[src/rtl/idecode.sv]
// RV32I decode stage with a two-entry (OUT + SKID) buffer and a registered stall to ifetch.
// Optional illegal-instruction flag enabled by defining IDECODE_ILLEGAL_EN.
module idecode #(
  parameter int WORD = 32,
  parameter int ADDR = 16
) (
  input  logic            clk,
  input  logic            rst,
  input  logic            v_i,
  input  logic [WORD-1:0] inst_i,
  input  logic [ADDR-1:0] pc_i,
  output logic            stall_o,
  input  logic            flush_i,
  input  logic            stall_i,
  output logic            v_o,
  output logic [ADDR-1:0] pc_o,
  output logic [WORD-1:0] inst_o,
  output logic [6:0]      opcode_o,
  output logic [4:0]      rd_o,
  output logic [4:0]      rs1_o,
  output logic [4:0]      rs2_o,
  output logic [2:0]      funct3_o,
  output logic [6:0]      funct7_o,
  output logic [WORD-1:0] imm_o,
  output logic [2:0]      fmt_o
`ifdef IDECODE_ILLEGAL_EN
  ,
  output logic            illegal_o
`endif
);

  localparam logic [2:0] F_R = 3'd0, F_I = 3'd1, F_S = 3'd2, F_B = 3'd3,
                         F_U = 3'd4, F_J = 3'd5, F_X = 3'd7;

  typedef struct packed {
    logic [ADDR-1:0] pc;
    logic [WORD-1:0] inst;
    logic [WORD-1:0] imm;
    logic [2:0]      fmt;
`ifdef IDECODE_ILLEGAL_EN
    logic            illegal;
`endif
  } dec_t;

  typedef enum logic [1:0] {EMPTY, ONE, FULL} state_t;

  state_t state, state_n;
  dec_t   dec_in, out_q, skid_q;
  logic   accept, ld_out, ld_skid, skid2out;

  always_comb begin
    dec_in      = '0;
    dec_in.pc   = pc_i;
    dec_in.inst = inst_i;
    case (inst_i[6:0])
      7'b0110011:                                     dec_in.fmt = F_R;
      7'b0010011, 7'b0000011, 7'b1100111, 7'b1110011: dec_in.fmt = F_I;
      7'b0100011:                                     dec_in.fmt = F_S;
      7'b1100011:                                     dec_in.fmt = F_B;
      7'b0110111, 7'b0010111:                         dec_in.fmt = F_U;
      7'b1101111:                                     dec_in.fmt = F_J;
      default:                                        dec_in.fmt = F_X;
    endcase
    case (dec_in.fmt)
      F_I:     dec_in.imm = {{20{inst_i[31]}}, inst_i[31:20]};
      F_S:     dec_in.imm = {{20{inst_i[31]}}, inst_i[31:25], inst_i[11:7]};
      F_B:     dec_in.imm = {{19{inst_i[31]}}, inst_i[31], inst_i[7], inst_i[30:25],
                             inst_i[11:8], 1'b0};
      F_U:     dec_in.imm = {inst_i[31:12], 12'b0};
      F_J:     dec_in.imm = {{11{inst_i[31]}}, inst_i[31], inst_i[19:12], inst_i[20],
                             inst_i[30:21], 1'b0};
      default: dec_in.imm = '0;
    endcase
`ifdef IDECODE_ILLEGAL_EN
    dec_in.illegal = (inst_i[1:0] != 2'b11) || (dec_in.fmt == F_X);
`endif
  end

  assign stall_o = (state == FULL);
  assign v_o     = (state != EMPTY);
  assign accept  = v_i & ~stall_o & ~flush_i;

  always_comb begin
    state_n  = state;
    ld_out   = 1'b0;
    ld_skid  = 1'b0;
    skid2out = 1'b0;
    if (flush_i) begin
      state_n = EMPTY;
    end else begin
      case (state)
        EMPTY: if (accept) begin
          ld_out  = 1'b1;
          state_n = ONE;
        end
        ONE: if (!stall_i) begin
          ld_out  = accept;
          state_n = accept ? ONE : EMPTY;
        end else if (accept) begin
          ld_skid = 1'b1;
          state_n = FULL;
        end
        FULL: if (!stall_i) begin
          skid2out = 1'b1;
          state_n  = ONE;
        end
        default: state_n = EMPTY;
      endcase
    end
  end

  always_ff @(posedge clk) begin
    if (rst) state <= EMPTY;
    else     state <= state_n;
  end

  // Data registers are cleared on reset so every output reads 0 afterwards.
  always_ff @(posedge clk) begin
    if (rst) begin
      out_q  <= '0;
      skid_q <= '0;
    end else begin
      if (ld_out)        out_q <= dec_in;
      else if (skid2out) out_q <= skid_q;
      if (ld_skid)       skid_q <= dec_in;
    end
  end

  assign pc_o     = out_q.pc;
  assign inst_o   = out_q.inst;
  assign opcode_o = out_q.inst[6:0];
  assign rd_o     = out_q.inst[11:7];
  assign rs1_o    = out_q.inst[19:15];
  assign rs2_o    = out_q.inst[24:20];
  assign funct3_o = out_q.inst[14:12];
  assign funct7_o = out_q.inst[31:25];
  assign imm_o    = out_q.imm;
  assign fmt_o    = out_q.fmt;
`ifdef IDECODE_ILLEGAL_EN
  assign illegal_o = out_q.illegal;
`endif

endmodule

[config.mk]
export PLATFORM = sky130hd
export DESIGN_NAME = idecode
export DESIGN_NICKNAME = d
export VERILOG_FILES = /design/src/rtl/idecode.sv
export SDC_FILE = /design/constraint.sdc
export NUM_CORES = 1
export LEC_CHECK = 0
export ABC_CLOCK_PERIOD_IN_PS = 1700
export CORE_MARGIN = 8
export CORE_UTILIZATION = 40
export DETAILED_ROUTE_END_ITERATION = 16
export PLACE_DENSITY = 0.66
export SKIP_LAST_GASP = 1
export SLEW_MARGIN = 20
export SYNTH_ARGS = -nofsm -noshare
export SYNTH_HDL_FRONTEND = slang
export SYNTH_SLANG_ARGS = --single-unit
export TNS_END_PERCENT = 50
[constraint.sdc]
create_clock -name clk -period 1.7 [get_ports clk]
set_input_delay 0.255 -clock clk [delete_from_list [all_inputs] [get_ports clk]]
set_output_delay 0.255 -clock clk [all_outputs]
set_load 0.005 [all_outputs]
==> results.py, run 1 <==
metrics = {
    "run_status": {
        "status": "completed",
    },
    "synth": {
        "synth_most_common_cell": "nand2_1",
        "synth_top_family_by_area": "simple AND/OR/NAND/NOR gates",
        "synth_compound_area_share_pct": 22.1,
        "ys_ff_latch": 168,
        "synthTopCellsByCount": "244 x nand2_1, 168 x dfxtp_1, 89 x nor2_1",
        "synth.yosys.seq_area_share_pct": 46.5,
        "postSynthCellCount": 899,
        "synthesis.area_um2": 7240,
        "async_reset_ff_share_pct": 0,
        "syn_area_per_cell_um2": 8.05,
        "syn-num-nets": 952,
        "ys_types": 51,
        "synthMuxAreaShare_pct": 0,
        "ys_warn_count": 0,
        "synth_xor_area_share_pct": 0.121,
        "synthAdderAreaFrac_pct": 0,
        "synth_ff_type": "dfxtp_1",
        "synth_area_leaders": "dfxtp_1 46%, nand2_1 13%, a311oi_1 6.1%, a21oi_1 5.8%, nor2_1 4.6%",
        "yosysTopAreaCell": "dfxtp_1",
        "synth_edf_count": 0,
        "yosysTopAreaCellShare_pct": 46.5,
        "synthSimpleGateAreaFrac_pct": 22.5,
    },
    "route": {
        "ant_nets": 0,
        "detail_route.wl_per_cell_um": 16.9,
        "routed_wirelength_mm": 21.8,
        "drt-initial-drc-count": 510,
        "via_count": 6950,
        "first_pass_iters": 5,
        "drc": 0,
        "via_per_inst": 5.38,
    },
    "layout": {
        "syn_to_final_growth_pct": 38.9,
        "final_design_area_no_fill_um2": 10100,
        "multiInputGateArea_um2": 3290,
        "diodes": 0,
        "final_layout_size_suffix_gt1_share_pct": 12.8,
        "num-fill-cells": 1604,
        "final-seq-area_um2": 3360,
        "final_util_pct": 56.4,
        "fin_nets": 1103,
    },
    "timing": {
        "fin_ws_ps": 23.5,
        "finalMaxSlewViolations": 0,
        "clock_skew_ps": 4.86,
        "rsz0062_at_grt": "true",
        "period_needed_ps": 1680,
        "setup_violations": 0,
        "slew_headroom_pct": 72.6,
        "fmax_mhz": 596,
        "post-route-period-util_pct": 98.6,
        "worst_pin_slew_ps": 410,
        "tns_ps": 0,
        "hold_ws_ps": 223,
        "hold_viol_final": 0,
    },
    "global_routing": {
        "grt_pass1_vias": 6536,
        "antenna_found_initial": 1,
        "grt_remaining_overflow": 0,
        "grt_pass1_wl_mm": 34.7,
        "grt_max_degree": 55,
        "track_usage_pct": 19.2,
    },
    "worst_setup_path": {
        "critPathCaptureType": "output port",
        "worstPathMaxFanout": 5,
        "crit_required_ps": 1440,
        "cp_data_arrival_time_ps": 1420,
        "path_class": "flip-flop to output port",
        "cp-start-kind": "flip-flop",
    },
    "place": {
        "gp_congestion": 0.887,
        "postPlaceCellArea_um2": 9410,
        "dpl_worst_slack_ps": -485,
        "port_buffers": 169,
        "dpl.hpwl_mm": 15.3,
    },
    "clocking": {
        "cts_hold_buf": 0,
        "clock_path_buffers": 2,
        "clock_latency_ps": 420,
        "clk_pin_slew_ps": 70,
        "cts_max_level": 4,
        "cts_tree": "yes",
        "cts_sinks": 168,
        "cts_buffers": 17,
        "cts-root-buf": "clkbuf_16",
    },
    "die": {
        "coreArea_um2": 17800,
        "initial_utilization_pct": 40.6,
        "die_y_um": 150,
        "die-area_um2": 22600,
        "ios": 170,
        "rows": 49,
        "dieWidth_um": 150,
    },
    "run": {
        "cap_viol_max_count": 0,
    },
    "power": {
        "p_leak_uw": 0.00349,
        "powerDensity_nw_per_um2": 913,
        "vdd_drop_max_v": 0.000656,
    },
    "min_path": {
        "hold_class": "input port to flip-flop",
    },
}
-- layout by cell type, fill, tap and decap left out, types with 9 or more instances in the layout --
master and instances:
a211oi_1 22, a31oi_1 15, a21oi_1 84, clkdlybuf4s50_1 164, nor2_1 89, nand2_1 241, a22oi_1 16, buf_4 57
dfxtp_1 167, a311oi_1 50, nand3_1 11, o22ai_1 9, buf_12 19, clkbuf_16 17
-- repair_timing --
item,4_1_cts,5_1_grt
resized for setup,5,6
setup buffers,0,0
setup endpoints to repair,8,29
pin swaps,0,1
-- per-stage QoR --
step	power [uW]	instances
global route	9520	1292
finish	9180	1292
global placement	5260	1260
floorplan	4650	899
CTS	9260	1292
detailed placement	5270	1260
-- metal layers --
layer	routed length, um	vias up	global-route usage [%]	share of wire [%]
li1	-	3408	-	-
met4	392	2	7.25	1.8
met3	1300	30	3.97	6.0
met5	12	-	0	0.055
met1	10000	3296	25.7	46
met2	10100	214	29.8	46
-- area by class of cell --
| cell class | instances | area share, % |
|---|---|---|
| tap | 229 | 2.85 |
| inverter | 2 | 0.0747 |
| multi-input combinational | 617 | 32.7 |
| sequential | 168 | 33.5 |
| clock buffer | 19 | 4.41 |
| clock inverter | 13 | 1.71 |
| timing repair buffer | 244 | 24.8 |
-- power by group --
part / leakage (uW) / switching, uW / internal [uW] / total, uW
registers: 0.00137 / 81.6 / 4050 / 4140
logic: 0.00184 / 478 / 566 / 1040
clock network: 0.000288 / 1630 / 2370 / 4000
-- worst max-delay path, stage by stage, from the launching register on --
cell and delay [ps]:
dfxtp_1 320, buf_4 160, or2_2 260, dlygate4sd2_1 260
-- state kept, by name, summed over array words and instances, names as in the netlist --
register and count:
imm_o 32, skid_q 83, inst_o 32, state 2, fmt_o 3, pc_o 16
-- kinds of logic after synthesis --
| kind of cell | count (synthesis) |
|---|---|
| XOR/XNOR | 1 |
| buffers and inverters | 114 |
| AND/OR/NAND/NOR | 388 |
| AO/OA/AOI/OAI | 228 |
| flip-flops | 168 |
-- worst paths after layout --
path	startpoint	endpoint	slack (ps)	cells past startpoint
setup / recovery	state[0]	v_o	20	3
hold / removal	rst	imm_o[3]	220	2
setup reg to reg	state[0]	pc_o[15]	80	6
hold reg to reg	skid_q[71]	skid_q[71]	450	2
(Power assumes the default switching activity.)
==> run 2, diff against run 1 <==
--- a/config.mk
+++ b/config.mk
@@ -5,7 +5,6 @@
 export SDC_FILE = /design/constraint.sdc
 export NUM_CORES = 1
 export LEC_CHECK = 0
-export ABC_CLOCK_PERIOD_IN_PS = 1700
 export CORE_MARGIN = 8
 export CORE_UTILIZATION = 40
 export DETAILED_ROUTE_END_ITERATION = 16
==> results of run 2 <==
Final layout, timing and power as in run 1 (identical DEF).
==> run 3, diff against run 2 <==
--- a/config.mk
+++ b/config.mk
@@ -10,7 +10,6 @@
 export DETAILED_ROUTE_END_ITERATION = 16
 export PLACE_DENSITY = 0.66
 export SKIP_LAST_GASP = 1
-export SLEW_MARGIN = 20
 export SYNTH_ARGS = -nofsm -noshare
 export SYNTH_HDL_FRONTEND = slang
 export SYNTH_SLANG_ARGS = --single-unit
==> results of run 3 <==
Final layout, timing and power as in run 1 (identical DEF).
